File: src/rtl/menu_screen_if.sv
// ============================================================================
//  vga_if
//  VGA timing and colour bundle passed between the timing generator,
//  the menu picture generator and the output selector.
//  Revision: 1.0
// ============================================================================
`default_nettype none

interface vga_if;
    logic [10:0] vcount;
    logic        vsync;
    logic        vblnk;
    logic [10:0] hcount;
    logic        hsync;
    logic        hblnk;
    logic [11:0] rgb;

    modport in  (input  vcount, vsync, vblnk, hcount, hsync, hblnk, rgb);
    modport out (output vcount, vsync, vblnk, hcount, hsync, hblnk, rgb);
endinterface

`default_nettype wire

File: src/rtl/menu_screen.sv
// ============================================================================
//  menu_screen
//  Main-menu picture generator and menu navigation state machine.
//  Revision: 1.0
// ============================================================================
`default_nettype none

module menu_screen #(
    parameter logic [3:0]  KEY_NONE   = 4'h0,
    parameter logic [3:0]  KEY_UP     = 4'h2,
    parameter logic [3:0]  KEY_DOWN   = 4'h3,
    parameter logic [3:0]  KEY_ENTER  = 4'h4,
    parameter logic [3:0]  KEY_ESC    = 4'hF,
    parameter int          N_ITEMS    = 3,
    parameter int          ITEM_X     = 412,
    parameter int          ITEM_Y0    = 200,
    parameter int          ITEM_PITCH = 120,
    parameter int          ITEM_W     = 200,
    parameter int          ITEM_H     = 80,
    parameter logic [11:0] BG_RGB     = 12'h113,
    parameter logic [11:0] ITEM_RGB   = 12'h888,
    parameter logic [11:0] SEL_RGB    = 12'hFF0,
    parameter logic [11:0] PANEL_RGB  = 12'h046
) (
    input  logic       clk,
    input  logic       rst,
    input  logic [3:0] key,
    vga_if.in          in,
    vga_if.out         out,
    output logic [3:0] menu_state
);

    typedef enum logic [0:0] {
        ST_MAIN = 1'b0,
        ST_SUB  = 1'b1
    } state_t;

    localparam logic [1:0]  SEL_MAX  = 2'(N_ITEMS - 1);
    localparam logic [10:0] X_LO     = 11'(ITEM_X);
    localparam logic [10:0] X_HI     = 11'(ITEM_X + ITEM_W);
    localparam logic [10:0] PANEL_LO = 11'd100;
    localparam logic [10:0] PANEL_XH = 11'd924;
    localparam logic [10:0] PANEL_YH = 11'd668;

    state_t      state_q, state_d;
    logic [1:0]  sel_q, sel_d;
    logic [1:0]  disp_sel_q, disp_sel_d;
    logic [3:0]  key_prev_q, key_prev_d;
    logic [3:0]  menu_state_q, menu_state_d;
    logic [11:0] rgb_q, rgb_d;
    logic [10:0] hcount_q, hcount_d, vcount_q, vcount_d;
    logic        hsync_q, hsync_d, vsync_q, vsync_d;
    logic        hblnk_q, hblnk_d, vblnk_q, vblnk_d;

    logic               key_event;
    logic               in_x;
    logic               in_panel;
    logic [N_ITEMS-1:0] in_box;
    logic               unused_in_rgb;

    assign unused_in_rgb = ^in.rgb;
    assign key_event     = (key != key_prev_q) && (key != KEY_NONE);

    assign in_x     = (in.hcount >= X_LO) && (in.hcount < X_HI);
    assign in_panel = (in.hcount >= PANEL_LO) && (in.hcount < PANEL_XH) &&
                      (in.vcount >= PANEL_LO) && (in.vcount < PANEL_YH);

    // Box bounds fold to constants per item; no runtime multiply.
    for (genvar i = 0; i < N_ITEMS; i++) begin : g_box
        localparam logic [10:0] Y_LO = 11'(ITEM_Y0 + i * ITEM_PITCH);
        localparam logic [10:0] Y_HI = 11'(ITEM_Y0 + i * ITEM_PITCH + ITEM_H);
        assign in_box[i] = in_x && (in.vcount >= Y_LO) && (in.vcount < Y_HI);
    end

    always_comb begin
        state_d      = state_q;
        sel_d        = sel_q;
        menu_state_d = menu_state_q;
        if (key_event) begin
            case (state_q)
                ST_MAIN: begin
                    case (key)
                        KEY_UP:    sel_d = (sel_q == 2'd0) ? SEL_MAX : sel_q - 2'd1;
                        KEY_DOWN:  sel_d = (sel_q == SEL_MAX) ? 2'd0 : sel_q + 2'd1;
                        KEY_ENTER: begin
                            if (sel_q != 2'd0) begin
                                state_d      = ST_SUB;
                                menu_state_d = {2'b00, sel_q};
                            end
                        end
                        default: ;
                    endcase
                end
                default: begin
                    if (key == KEY_ESC) begin
                        state_d      = ST_MAIN;
                        menu_state_d = 4'd0;
                    end
                end
            endcase
        end
    end

    // Cursor redraw is deferred to the frame origin so a box never tears.
    always_comb begin
        key_prev_d = key;
        disp_sel_d = ((in.vcount == 11'd0) && (in.hcount == 11'd0)) ? sel_q : disp_sel_q;
        hcount_d   = in.hcount;
        vcount_d   = in.vcount;
        hsync_d    = in.hsync;
        vsync_d    = in.vsync;
        hblnk_d    = in.hblnk;
        vblnk_d    = in.vblnk;
    end

    always_comb begin
        rgb_d = BG_RGB;
        if (in.vblnk || in.hblnk) begin
            rgb_d = 12'h000;
        end else if (state_q == ST_SUB) begin
            rgb_d = in_panel ? PANEL_RGB : BG_RGB;
        end else begin
            for (int i = 0; i < N_ITEMS; i++) begin
                if (in_box[i]) begin
                    rgb_d = (2'(i) == disp_sel_q) ? SEL_RGB : ITEM_RGB;
                end
            end
        end
    end

    always_ff @(posedge clk) begin
        if (rst) begin
            state_q      <= ST_MAIN;
            sel_q        <= 2'd0;
            disp_sel_q   <= 2'd0;
            key_prev_q   <= KEY_NONE;
            menu_state_q <= 4'd0;
            rgb_q        <= 12'h000;
            hcount_q     <= 11'd0;
            vcount_q     <= 11'd0;
            hsync_q      <= 1'b0;
            vsync_q      <= 1'b0;
            hblnk_q      <= 1'b0;
            vblnk_q      <= 1'b0;
        end else begin
            state_q      <= state_d;
            sel_q        <= sel_d;
            disp_sel_q   <= disp_sel_d;
            key_prev_q   <= key_prev_d;
            menu_state_q <= menu_state_d;
            rgb_q        <= rgb_d;
            hcount_q     <= hcount_d;
            vcount_q     <= vcount_d;
            hsync_q      <= hsync_d;
            vsync_q      <= vsync_d;
            hblnk_q      <= hblnk_d;
            vblnk_q      <= vblnk_d;
        end
    end

    assign out.rgb    = rgb_q;
    assign out.hcount = hcount_q;
    assign out.vcount = vcount_q;
    assign out.hsync  = hsync_q;
    assign out.vsync  = vsync_q;
    assign out.hblnk  = hblnk_q;
    assign out.vblnk  = vblnk_q;
    assign menu_state = menu_state_q;

endmodule

`default_nettype wire

File: src/flat_wrapper.sv
// flat-port wrapper written by rule: the top's interface ports become plain ports
module menu_screen_flat 
#(
    parameter logic [3:0]  KEY_NONE   = 4'h0,
    parameter logic [3:0]  KEY_UP     = 4'h2,
    parameter logic [3:0]  KEY_DOWN   = 4'h3,
    parameter logic [3:0]  KEY_ENTER  = 4'h4,
    parameter logic [3:0]  KEY_ESC    = 4'hF,
    parameter int          N_ITEMS    = 3,
    parameter int          ITEM_X     = 412,
    parameter int          ITEM_Y0    = 200,
    parameter int          ITEM_PITCH = 120,
    parameter int          ITEM_W     = 200,
    parameter int          ITEM_H     = 80,
    parameter logic [11:0] BG_RGB     = 12'h113,
    parameter logic [11:0] ITEM_RGB   = 12'h888,
    parameter logic [11:0] SEL_RGB    = 12'hFF0,
    parameter logic [11:0] PANEL_RGB  = 12'h046
)
  (clk, rst, key, menu_state, in_vcount, in_vsync, in_vblnk, in_hcount, in_hsync, in_hblnk, in_rgb, out_vcount, out_vsync, out_vblnk, out_hcount, out_hsync, out_hblnk, out_rgb);
  vga_if in_i ();
  vga_if out_i ();
  input  logic clk;
  input  logic rst;
  input  logic [3:0] key;
  output logic [3:0] menu_state;
  input wire logic [$bits(in_i.vcount)-1:0] in_vcount;
  input wire logic [$bits(in_i.vsync)-1:0] in_vsync;
  input wire logic [$bits(in_i.vblnk)-1:0] in_vblnk;
  input wire logic [$bits(in_i.hcount)-1:0] in_hcount;
  input wire logic [$bits(in_i.hsync)-1:0] in_hsync;
  input wire logic [$bits(in_i.hblnk)-1:0] in_hblnk;
  input wire logic [$bits(in_i.rgb)-1:0] in_rgb;
  output wire logic [$bits(out_i.vcount)-1:0] out_vcount;
  output wire logic [$bits(out_i.vsync)-1:0] out_vsync;
  output wire logic [$bits(out_i.vblnk)-1:0] out_vblnk;
  output wire logic [$bits(out_i.hcount)-1:0] out_hcount;
  output wire logic [$bits(out_i.hsync)-1:0] out_hsync;
  output wire logic [$bits(out_i.hblnk)-1:0] out_hblnk;
  output wire logic [$bits(out_i.rgb)-1:0] out_rgb;
  assign in_i.vcount = in_vcount;
  assign in_i.vsync = in_vsync;
  assign in_i.vblnk = in_vblnk;
  assign in_i.hcount = in_hcount;
  assign in_i.hsync = in_hsync;
  assign in_i.hblnk = in_hblnk;
  assign in_i.rgb = in_rgb;
  assign out_vcount = out_i.vcount;
  assign out_vsync = out_i.vsync;
  assign out_vblnk = out_i.vblnk;
  assign out_hcount = out_i.hcount;
  assign out_hsync = out_i.hsync;
  assign out_hblnk = out_i.hblnk;
  assign out_rgb = out_i.rgb;
  menu_screen #(.KEY_NONE(KEY_NONE), .KEY_UP(KEY_UP), .KEY_DOWN(KEY_DOWN), .KEY_ENTER(KEY_ENTER), .KEY_ESC(KEY_ESC), .N_ITEMS(N_ITEMS), .ITEM_X(ITEM_X), .ITEM_Y0(ITEM_Y0), .ITEM_PITCH(ITEM_PITCH), .ITEM_W(ITEM_W), .ITEM_H(ITEM_H), .BG_RGB(BG_RGB), .ITEM_RGB(ITEM_RGB), .SEL_RGB(SEL_RGB), .PANEL_RGB(PANEL_RGB)) u_core (.clk(clk), .rst(rst), .key(key), .in(in_i), .out(out_i), .menu_state(menu_state));
endmodule
File: config.mk
export PLATFORM = sky130hd
export DESIGN_NAME = menu_screen_flat
export DESIGN_NICKNAME = d
export VERILOG_FILES = /design/src/rtl/menu_screen_if.sv /design/src/rtl/menu_screen.sv /design/src/flat_wrapper.sv
export SDC_FILE = /design/constraint.sdc
export NUM_CORES = 1
export LEC_CHECK = 0
export CAP_MARGIN = 10
export CORE_UTILIZATION = 30
export DETAILED_ROUTE_END_ITERATION = 10
export MAX_ROUTING_LAYER = met4
export PLACE_DENSITY_LB_ADDON = 0.2
export SYNTH_ARGS = -nofsm -noshare
export SYNTH_HDL_FRONTEND = slang
export SYNTH_SLANG_ARGS = --single-unit
File: constraint.sdc
create_clock -name clk -period 3.1 [get_ports clk]
set_input_delay 0.93 -clock clk [delete_from_list [all_inputs] [get_ports clk]]
set_output_delay 0.93 -clock clk [all_outputs]
set_load 0.1 [all_outputs]
# Word-level counts from Yosys, hierarchy flattened
# Index checks and enable logic that the tools add are counted.
# Widths: inputs -> output; s select.
word_totals:
  input_bits: 44
  romBits: 0
  regBits: 51
  word_cells: 80
  out_inout_bits: 42
  latch_bits: 0
  ram_bits: 0
  memories: 0
op_classes:
  n_addsub: 2
  n_mux: 19
  mul: 0
  eq_ne: 9
  reduce_logical: 25
  div: 0
  order_cmp: 12
  n_shift: 0
  n_bitwise: 1
op_table:
  columns: ["cell", "count"]
  rows:
  - ["$mux 12", 4]
  - ["$lt 11x10->1 const B", 4]
  - ["$ge 11x9->1 const B", 3]
  - ["$mux 11", 3]
  - ["$ge 11x7->1 const B", 2]
  - ["$logic_not 11->1", 2]
  - ["$lt 11x9->1 const B", 2]
  - ["$mux 4", 4]
  - ["$logic_and 1x1->1", 12]
  - ["$ge 11x8->1 const B", 1]
  - ["$mux 9", 1]
  - ["$eq 4x2->1 const B", 2]
  - ["$reduce_bool 2->1", 4]
  - ["$eq 4x3->1 const B", 1]
  - ["$eq 4x4->1 const B", 1]
  - ["$logic_not 2->1", 2]
  - ["$mux 1", 4]
  - ["$mux 2", 2]
  - ["$ne 4x4->1", 1]
  - ["$pmux 2 s2", 1]
  - ["$reduce_and 4->1", 1]
  - ["$reduce_bool 4->1", 1]
  - ["$reduce_and 3->1", 1]
  - ["$add 2x1->2 const B", 1]
  - ["8 further kinds", 8]

# Longest topological paths before layout
logic_depth:
  depth_word: 8
  depth_mapped: 6
  ltp_nobuf: 6

# Worst setup path after synthesis
# Ideal clock, no wire load.
synth_path:
  kind: "register -> output"
  startpoint: "register u_core.rgb_q[10] (netlist: u_core.out.rgb[10])"
  endpoint: "output port out_rgb[10]"
  required_ns: 2.170
  path_buffers: 1
  path_slack_ns: 0.796
  stages_incl_launch_ff: 2
  arrival_ns: 1.374
  cell_sequence: "dfxtp_1 > buf_4"
synth_lines:
  columns: ["item", "line_no", "rtl"]
  rows:
  - ["start, declared", "menu_screen.sv:50", "logic [11:0] rgb_q, rgb_d;"]
  - ["start signal, assigned", "menu_screen.sv:151", "rgb_q <= rgb_d;"]
  - ["end, declared", "flat_wrapper.sv:40", "output wire logic [$bits(out_i.rgb)-1:0] out_rgb;"]
# No word-level cell between the ends.

# Final worst setup path
layout_path:
  startpoint: "input port in_vcount[4]"
  endpoint: "register u_core.rgb_q[1] (netlist: u_core.out.rgb[1])"
layout_between:
  elab_chain_cells: 7
  word_cells_on_any_way: 16
  cone_classes: "6 x order compare; 4 x mux; 6 x reduce/logical"
layout_rtl:
  columns: ["item", "line_no", "rtl"]
  rows:
  - ["start, declared", "flat_wrapper.sv:27", "input wire logic [$bits(in_i.vcount)-1:0] in_vcount;"]
  - ["$ge 11x8->1", "menu_screen.sv:72", "assign in_box[i] = in_x && (in.vcount >= Y_LO) && (in.vcount < Y_HI);"]
  - ["$logic_and 1x1->1 (2 in a row)", "menu_screen.sv:72", null]
  - ["$mux 12 (2 in a row)", "menu_screen.sv:124", "if (in_box[i]) begin"]
  - ["$mux 12 *", "menu_screen.sv:124", null]
  - ["$mux 12 *", "menu_screen.sv:120", "end else if (state_q == ST_SUB) begin"]
# Every way passes the cells marked *; elsewhere a longest branch is shown, timed or not.
# A chain may end at the register's enable or synchronous reset.

==> impl_metrics.ini <==
[routing]
dr.pass1.iters = 4
drc_errors = 0
wl_met3_um = 318
finalWirelength_mm = 4.45
via_count = 1623
wl_met2_mm = 1.97
m1WireLength_mm = 2.08
ant_nets = 0
vias_per_cell = 4.79
routed.top_layer = met4
routedWlPerCell_um = 13.1
drt_iter0_drc = 68

[synth]
synth_area_leader_cell = dfxtp_1
yosysUniqueCellTypes = 46
yosysWarnings = 0
synthCells = 195
syn_area_per_cell_um2 = 9.68
yosysSeqAreaShare_pct = 47.7
ys.flop_type = dfxtp_1
synth_top_cell_area_share_pct = 47.7
ys_ff_latch = 45
synth_area_leaders = dfxtp_1 (48%), nor2b_1 (11%), buf_4 (2.8%), ha_1 (2.7%), nor3_1 (2.4%)
syn-cell-area_mm2 = 0.00189
synth_edf_count = 0
async_flop_share_pct = 0

[timing]
finalHoldViolCount = 0
clock.fmax_ghz = 0.372
skew_ns = 0.000718
rsz0062_at_grt = false
slew-limit-headroom_pct = 43.0
fin_ws_ns = 0.412
timing.final.max_slew_violations = 0
period_share_pct = 86.7
setup_viol_count_final = 0
worstMarginPinSlew_ns = 0.845
period_minus_slack_ns = 2.69
setup_tns_ns = 0

[critical_path]
cp-endpoint = u_core.out.rgb[1]
cp-startpoint = in_vcount[4]
endpoint_kind = flop
path_class = input port to flop
rr_endpoint = u_core.out.rgb[6]
r2r_cells = 3
crit_buf_inv = 1
critPathRequiredTime_ns = 3.23
crit-reg2reg-launch = u_core.state_q
path_cells = clkdlybuf4s50_1, nor3_1, or3_1, a21boi_0, a221oi_1, a21boi_0
cp_common_cell = a21boi_0
r2r_slack_ns = 1.41
critPathTopFamily = compound AO/OA/AOI/OAI gates
cp.arrival_ns = 2.82
cp-start-kind = input port
path_max_fanout = 9
crit_cells = 6
max_stage_delay_ns = 0.65
worst_path_max_delay_cell = clkdlybuf4s50_1

[power]
power_density_mw_per_mm2 = 512
ir_worst_vdd_uv = 206
power_mw = 1.35
p_leak_nw = 1.06

[min_path]
min_path_cells = 2
hp-start = u_core.menu_state[0]
holdCritPathClass = flop to flop

[cells_and_area]
diodes = 0
layout_common_cells = dfxtp_1 (45), buf_4 (44), nor2b_1 (32)
drive_gt1_share_pct = 21.2
layout_commonest_cell = dfxtp_1
fin_nets = 312
fin_util_pct = 44.1
synthToLayoutAreaGrowth_pct = 39.9

[run]
timing.max_cap.violations = 0

[die]
die_h_um = 81.3
core_mm2 = 0.00599
num_rows = 28
die_width_um = 81.3
pin_count = 86
start_util_pct = 31.5
die_area_mm2 = 0.00661

[clock_tree]
cts_buffers = 5
cts.sinks = 45
hold_buffers = 0
cts_tree = done
clockRootBuffer = clkbuf_8
clockBufferDepth = 2
clk-insertion-delay-late_ns = 0.29
clkSlewWorstSetupHoldPaths_ns = 0.08
h-tree-depth = 2
cts_resized = 0
post_cts_buffers = 0

[global_route]
grt_pass1_wl_mm = 6.95
antenna_found_initial = 0
track_usage_pct = 14.2
grt_pass1_vias = 1452
grt_max_degree = 27
overflow = 0

[placement]
gp_congestion = 0.752
portBuffers = 71
pre_cts_ws_ns = 0.115
dpl.hpwl_mm = 3.36

[run_status]
status = completed
cell type report:
class | instances | area, um2
fillers | 601 | 3350
clock buffers | 5 | 68.8
multi-input cells | 129 | 871
repair buffers | 75 | 641
clock inverters | 2 | 35.0
flip-flops and latches | 45 | 901
well taps | 75 | 93.8
inverters | 8 | 30.0
report_power, final:
part	switching, mW	internal [mW]
logic	0.227	0.0927
registers	0.00880	0.602
clock network	0.188	0.234
total	0.424	0.929
worst min-delay path: stages, from the launching register on:
cell and delay [ns]:
dfxtp_1 0.32, inv_1 0.05, o41ai_1 0.06
how the worst min path moves through the flow:
stage                           end  slack [ns]
4_1_cts        u_core.menu_state[1]        0.48
3_3_place_gp   u_core.menu_state[0]        0.47
3_5_place_dp   u_core.menu_state[1]        0.46
2_1_floorplan  u_core.menu_state[1]        0.49
5_1_grt        u_core.menu_state[0]        0.50
6_report       u_core.menu_state[0]        0.47
routing by layer:
layer	track usage [%]	vias up
li1	-	826
met1	18.2	738
met2	21.4	53
met3	3.48	6
met4	5.36	0
met5	-	-
flip-flops by register name (all words and copies together) (netlist names):
register	count
u_core.out.vsync	1
u_core.out.rgb	8
u_core.out.hcount	11
u_core.out.vcount	11
u_core.disp_sel_q	2
u_core.sel_q	2
u_core.out.hsync	1
u_core.state_q	1
u_core.out.hblnk	1
u_core.key_prev_q	4
u_core.menu_state	2
u_core.out.vblnk	1
synthesized netlist by cell type (2+ instances only):
library cell  count
nand2_1           6
nand3_1           7
ha_1              4
nor4_1            5
nor2_1           10
o31ai_1           2
a31oi_1           2
nand3b_1          2
inv_1             8
xnor2_1           3
nor2b_1          32
nor3_1            9
o41ai_1           3
mux2i_1           2
buf_2             2
buf_4             7
or3_1             2
a2111oi_2         2
clkbuf_1          4
a21boi_0          2
and3_1            3
a21oi_1           3
o311ai_0          2
nand4_1           3
or4_1             2
a211oi_1          4
dfxtp_1          45
per-stage QoR:
step	instances	hold slack, ns	instance area (um2)
final	339	0.471	2640
after floorplan	196	0.491	1890
after detailed placement	332	0.464	2540
after global placement	332	0.465	2540
after global routing	339	0.499	2640
after CTS	339	0.478	2640
cells by family (layout without fill, tap and decap cells):
kind of cell,count (synthesis),after routing,synth area share [%]
compound gates,31,31,13.5
xor+xnor,3,3,1.39
fa+ha+maj,4,4,2.65
buf+inv,22,90,6.30
flops,45,45,47.7
mux,2,2,1.06
other cells,1,2,0.199
simple gates,87,87,27.1
No activity file was read; power rests on OpenSTA's default activity.
